===== config.mk =====
export PLATFORM = sky130hd
export DESIGN_NAME = traffic_light_driver
export DESIGN_NICKNAME = d
export VERILOG_FILES = /design/src/rtl/traffic_light_driver.sv
export SDC_FILE = /design/constraint.sdc
export NUM_CORES = 1
export LEC_CHECK = 0
export CORE_UTILIZATION = 35
export DETAILED_ROUTE_END_ITERATION = 8
export PLACE_DENSITY_LB_ADDON = 0.2
export SLEW_MARGIN = 20
export SYNTH_ARGS = -nofsm -noshare
export SYNTH_HDL_FRONTEND = slang
export SYNTH_SLANG_ARGS = --single-unit

===== constraint.sdc =====
create_clock -name clk -period 2.3 [get_ports clk]
set_input_delay 0.345 -clock clk [delete_from_list [all_inputs] [get_ports clk]]
set_output_delay 0.345 -clock clk [all_outputs]
set_load 0.01 [all_outputs]

===== src/rtl/traffic_light_driver.sv =====
// Two-way traffic light sequencer: GREEN -> YELLOW -> ALLRED -> GREEN between the E+W and N+S
// lane patterns, with all outputs registered and illegal requests flagged for one cycle.
module traffic_light_driver #(
  parameter int unsigned MIN_GREEN     = 4,
  parameter int unsigned YELLOW_CYCLES = 3,
  parameter int unsigned ALLRED_CYCLES = 2
) (
  input  logic        clk,
  input  logic        rst,
  input  logic [7:0]  laneReq,
  output logic [11:0] lightOut,
  output logic [1:0]  phase,
  output logic        invalidReq
);

  localparam logic [7:0]  LanesEw = 8'b11001100;
  localparam logic [7:0]  LanesNs = 8'b00110011;
  localparam logic [2:0]  LampR   = 3'b100;
  localparam logic [2:0]  LampY   = 3'b010;
  localparam logic [2:0]  LampG   = 3'b001;
  localparam logic [11:0] AllRed  = 12'b100100100100;

  localparam int unsigned MaxGy  = (MIN_GREEN > YELLOW_CYCLES) ? MIN_GREEN : YELLOW_CYCLES;
  localparam int unsigned MaxCyc = (MaxGy > ALLRED_CYCLES) ? MaxGy : ALLRED_CYCLES;
  localparam int unsigned CntW   = (MaxCyc > 1) ? $clog2(MaxCyc) : 1;

  localparam logic [CntW-1:0] GreenLoad  = CntW'(MIN_GREEN - 1);
  localparam logic [CntW-1:0] YellowLoad = CntW'(YELLOW_CYCLES - 1);
  localparam logic [CntW-1:0] AllRedLoad = CntW'(ALLRED_CYCLES - 1);

  typedef enum logic [1:0] {
    StGreen  = 2'b00,
    StYellow = 2'b01,
    StAllRed = 2'b10,
    StBad    = 2'b11
  } state_e;

  state_e          state_q;
  logic [7:0]      active_q;
  logic [7:0]      target_q;
  logic [CntW-1:0] cnt_q;
  logic [11:0]     light_q;
  logic            invalid_q;
  logic            req_legal;

  assign req_legal  = (laneReq == LanesEw) || (laneReq == LanesNs);
  assign lightOut   = light_q;
  assign phase      = state_q;
  assign invalidReq = invalid_q;

  // A direction is lit with 'on' only when both of its lane bits are set; everything else is red.
  function automatic logic [11:0] lamps(input logic [7:0] lanes, input logic [2:0] on);
    logic [11:0] l;
    l = '0;
    for (int d = 0; d < 4; d++) begin
      l[3*d +: 3] = (lanes[2*d +: 2] == 2'b11) ? on : LampR;
    end
    return l;
  endfunction

  always_ff @(posedge clk) begin
    if (!rst) begin
      state_q   <= StGreen;
      active_q  <= LanesEw;
      target_q  <= LanesEw;
      cnt_q     <= GreenLoad;
      light_q   <= lamps(LanesEw, LampG);
      invalid_q <= 1'b0;
    end else begin
      invalid_q <= !req_legal;
      unique case (state_q)
        StGreen: begin
          if (cnt_q != '0) begin
            cnt_q <= cnt_q - 1'b1;
          end else if (req_legal && (laneReq != active_q)) begin
            state_q  <= StYellow;
            target_q <= laneReq;
            cnt_q    <= YellowLoad;
            light_q  <= lamps(active_q, LampY);
          end
        end
        StYellow: begin
          if (cnt_q != '0) begin
            cnt_q <= cnt_q - 1'b1;
          end else begin
            state_q <= StAllRed;
            cnt_q   <= AllRedLoad;
            light_q <= AllRed;
          end
        end
        StAllRed: begin
          if (cnt_q != '0) begin
            cnt_q <= cnt_q - 1'b1;
          end else begin
            state_q  <= StGreen;
            active_q <= target_q;
            cnt_q    <= GreenLoad;
            light_q  <= lamps(target_q, LampG);
          end
        end
        default: begin
          // Recover from the unused encoding through a full clearance phase.
          state_q <= StAllRed;
          cnt_q   <= AllRedLoad;
          light_q <= AllRed;
        end
      endcase
    end
  end

endmodule

Word level (Yosys, flattened, before mapping) --
Index checks and enable logic that the tools add are counted.
Storage, ports and cells: flip-flop bits (word level) 33, output and inout port bits 15
Operators by class: add/subtract/negate cells 1, equal/unequal tests 18, mux-type cells 23, bitwise operators 1, reductions and logical operators 8
Operator list (number):
- two-way mux 12 bit | 4
- case mux 12 bit (3 select lines) | 1
- two-way mux 3 bit | 8
- == test 2 bit, second input constant | 9
- two-way mux 2 bit | 8
- case mux 2 bit (3 select lines) | 2
- == test 8 x 6 -> 1 bit, second input constant | 1
- == test 8 bit, second input constant | 1
- != test 2 bit, second input constant | 4
- != test 8 bit | 1
- AND reduction 4 bit | 1
- != test 3 bit, second input constant | 1
- AND reduction 3 bit | 1
- == test 2 x 1 -> 1 bit, second input constant | 1
- zero test 2 bit | 1
- AND reduction 2 bit | 1
- nonzero test 2 bit | 1
- subtractor 2 x 1 -> 2 bit, second input constant | 1
- logical AND 1 bit | 1
- zero test 1 bit | 1
- logical OR 1 bit | 1
- NOT 1 bit | 1

Longest topological paths before layout --
depth in word-level cells 6, gate-level depth with buffers 8, gate-level depth less buffers 7

Worst setup path after synthesis --
No wires, ideal clock.
kind input-to-reg, start point input port laneReq[7], end point register light_q[11] (netlist: lightOut[11]), arrival 1651 ps, required time 2177 ps, setup slack 526 ps, stages on the path 6, path buffers 1, cells stage by stage and4bb_1 > nand4_1 > a22oi_2 > and2b_1 > buf_6 > mux2_1
Between the ends: cells in the longest elaborated chain, start to end 5
RTL lines:
- start: declaration | line 10 | input logic [7:0] laneReq,
- == test 8 bit / == test 8 x 6 -> 1 bit (equally long branches) | line 46 | assign req_legal = (laneReq == LanesEw) || (laneReq == LanesNs);
- logical OR 1 bit | line 46
- logical AND 1 bit * | line 75 | end else if (req_legal && (laneReq != active_q)) begin
- != test 2 bit (no line) *
- AND reduction 4 bit (no line) *
- end signal: assignment | line 67 | light_q <= lamps(LanesEw, LampG);
- end signal: assignment | line 79 | light_q <= lamps(active_q, LampY);
- end signal: assignment | line 88 | light_q <= AllRed;
- end: declaration | line 42 | logic [11:0] light_q;
Every way passes the cells marked *; elsewhere a longest branch is shown, timed or not. A chain may end at the register's enable or synchronous reset.

Worst setup path after layout --
start point input port laneReq[7], end point register light_q[4] (netlist: lightOut[4])
The elaborated chain is that of the path after synthesis.

==> impl_metrics.yaml <==
sta:
  hold_ws_ns: 0.459
  grt_setup_unrepaired: "false"
  fin_skew_ns: 0.00472
  hold_violations: 0
  max_freq_mhz: 520
  slew_headroom_pct: 63.5
  final.min_clock_period_ns: 1.92
  finalMaxSlewViolations: 0
  worst_slew_pin_slew_ns: 0.545
  final.setup.tns_ns: 0
  setup_viol: 0
  fin_crit_sh_pct: 83.7
clock_network:
  clock_latency_ns: 0.29
  ctsResizeCount: 0
  clock-root-buffer: "clkbuf_8"
  cts_tree: "built"
  clock-sinks: 33
  cts_made_buffers: 5
  h-tree-depth: 2
  clkTransAtPathRegs_ns: 0.07
  holdBufCountCts: 0
  clk_path_buf_depth: 2
  post-cts-setup-buffers: 0
worst_setup_path:
  critPathSlowestCell: "clkdlybuf4s50_1"
  cp.arrival_ns: 2.15
  worstSetupEndpointType: "register"
  cpPeakStageDelay_ns: 0.48
  cp_cell_sequence: "clkdlybuf4s50_1 -> and4bb_1 -> nand4_1 -> a22oi_2 -> buf_4 -> mux2_2 -> nor2_1"
  critPathKind: "in -> reg"
  cp_top_family: "buffers and inverters"
  path_buf_inv: 2
  crit_fanout: 14
  required_ns: 2.52
  startpoint_type: "input port"
floorplanning:
  die_w_um: 69.3
  die_area_sq_um: 4810
  num_rows: 24
  fp.dieH_um: 69.3
  io_pins: 25
  core_sq_um: 4350
  initial_core_util_pct: 36.4
hold_path:
  hold_path.class: "reg -> reg"
final_layout:
  filler_cell_count: 420
  final_cell_mix: "dfxtp_1 (33), nand2_1 (31), clkdlybuf4s50_1 (24)"
  drive_gt1_share_pct: 11.7
  diodes: 0
  multi_input_area_sq_um: 857
  fin_util_pct: 46.8
  fin_cells: 274
  syn_to_final_growth_pct: 28.4
  nNetsFinal: 234
  seq_area_sq_um: 661
  final_common_cell: "dfxtp_1"
power:
  p_per_area_nw_per_um2: 628
  seq_power_share_pct: 47.4
  p_leak_nw: 0.830
  irDropWorstVdd_mv: 0.239
  power.share.switching_pct: 26.0
  power_frac_comb_pct: 14.5
  power.internal_mw: 0.947
  clkPwrFrac_pct: 38.1
  p_switching_mw: 0.332
global_route:
  grt_max_degree: 16
  grt_pass1_wl_mm: 6.46
  antenna_found_initial: 0
  grt_usage_pct: 16.9
  grt-ovfl-total: 0
  grt_pass1_vias: 1347
routing:
  highest_layer: "met4"
  wl_met1_mm: 1.85
  finalWirelength_mm: 3.75
  first_iter_violations: 72
  drtAntennaViolNets: 0
  vias: 1421
  drc: 0
  route.met3.wl_um: 151
  firstDrtPassIters: 4
  wl_met2_mm: 1.69
  vias_per_cell: 5.19
  wl_per_cell_um: 13.7
logic_synthesis:
  ys_seq_area_share_pct: 41.6
  ys_warn_count: 0
  yosysTopAreaCellShare_pct: 41.6
  async_reset_ff_share_pct: 0
  ys_types: 43
  ys_ff_latch: 33
  synth_top_area_cell: "dfxtp_1"
  synth_edf_count: 0
  synthCells: 187
  avgSynthCellArea_sq_um: 8.48
  synth_area_sq_um: 1590
  ys_top_cells_by_area: "dfxtp_1 (42%), nand2_1 (7.3%), a21oi_1 (5.7%)"
  syn-num-nets: 200
  synth_top_flop_cell: "dfxtp_1"
place:
  io_buffers: 24
  gp_congestion: 0.790
  dp.cells: 266
  dp_hpwl_mm: 2.74
run:
  max_cap_violations: 0
status:
  outcome: "finished, final reports clean"
## stage by stage
step,total power [mW],instance area (sq um),setup WS [ns]
detailed placement,0.804,1940,0.0798
global route,1.34,2040,0.242
finish,1.28,2040,0.376
CTS,1.29,2040,0.365
global placement,0.804,1940,0.0804
floorplan,0.732,1590,0.526
## cell usage after synthesis, types with 2 or more instances
library cell and number:
nor2_1 13, ha_1 3, a21o_1 4, inv_1 6, o21ai_0 7, mux2i_1 3
and3_1 4, dfxtp_1 33, a21oi_1 18, o21a_1 4, a31oi_1 2, nand3b_1 2
nand2_1 31, nor3_1 3, o221ai_1 2, nand4_1 4, nor4_2 2, xor2_1 9
clkbuf_1 6, nand3_1 8
## tightest hold or removal path: stages (launching register included)
cell and delay, ns:
dfxtp_1 0.31, nand2_1 0.05, mux2i_1 0.05
## cells by family (layout without fill, tap and decap cells)
logic type,Yosys count,in the layout,synth area share [%]
mux,5,5,3.31
buf+inv,15,50,4.34
fa+ha+maj,3,3,2.37
xor+xnor,9,9,4.97
simple gates,74,74,23.3
compound gates,48,48,20.0
flops,33,33,41.6
## power by group through the flow
stage | Sequential, mW | Clock, mW | Combinational (mW)
after floorplan | 0.617 | 0 | 0.114
after global placement | 0.619 | 0 | 0.185
after detailed placement | 0.618 | 0 | 0.186
after CTS | 0.606 | 0.496 | 0.187
after global routing | 0.609 | 0.522 | 0.211
final | 0.606 | 0.487 | 0.186
## metal layers
| metal | vias to the layer above | global-route usage [%] |
|---|---|---|
| met1 | 655 | 22.8 |
| met2 | 26 | 25.8 |
| li1 | 735 | - |
| met3 | 5 | 5.09 |
| met5 | - | 0 |
| met4 | 0 | 5.44 |
## area by class of cell
class / count / share of cell area, %
clock inverters: 1 / 0.246
well taps: 52 / 3.19
repair buffers: 36 / 16.2
inverters: 6 / 1.11
clock buffers: 7 / 4.73
multi-input cells: 139 / 42.1
flip-flops and latches: 33 / 32.4
## path summary, 6_finish.rpt
kind / start / endpoint / slack, ns / cells after the start
setup / recovery: laneReq[7] / lightOut[4] / 0.38 / 7
hold / removal: lightOut[7] / lightOut[7] / 0.46 / 2
setup reg to reg: cnt_q[0] / lightOut[11] / 0.48 / 6
hold reg to reg: lightOut[7] / lightOut[7] / 0.46 / 2
## state kept, by name (all words and copies together), names as in the netlist
register,flops
cnt_q,2
target_q,8
invalidReq,1
phase,2
active_q,8
lightOut,12
No activity file was read; power rests on OpenSTA's default activity.
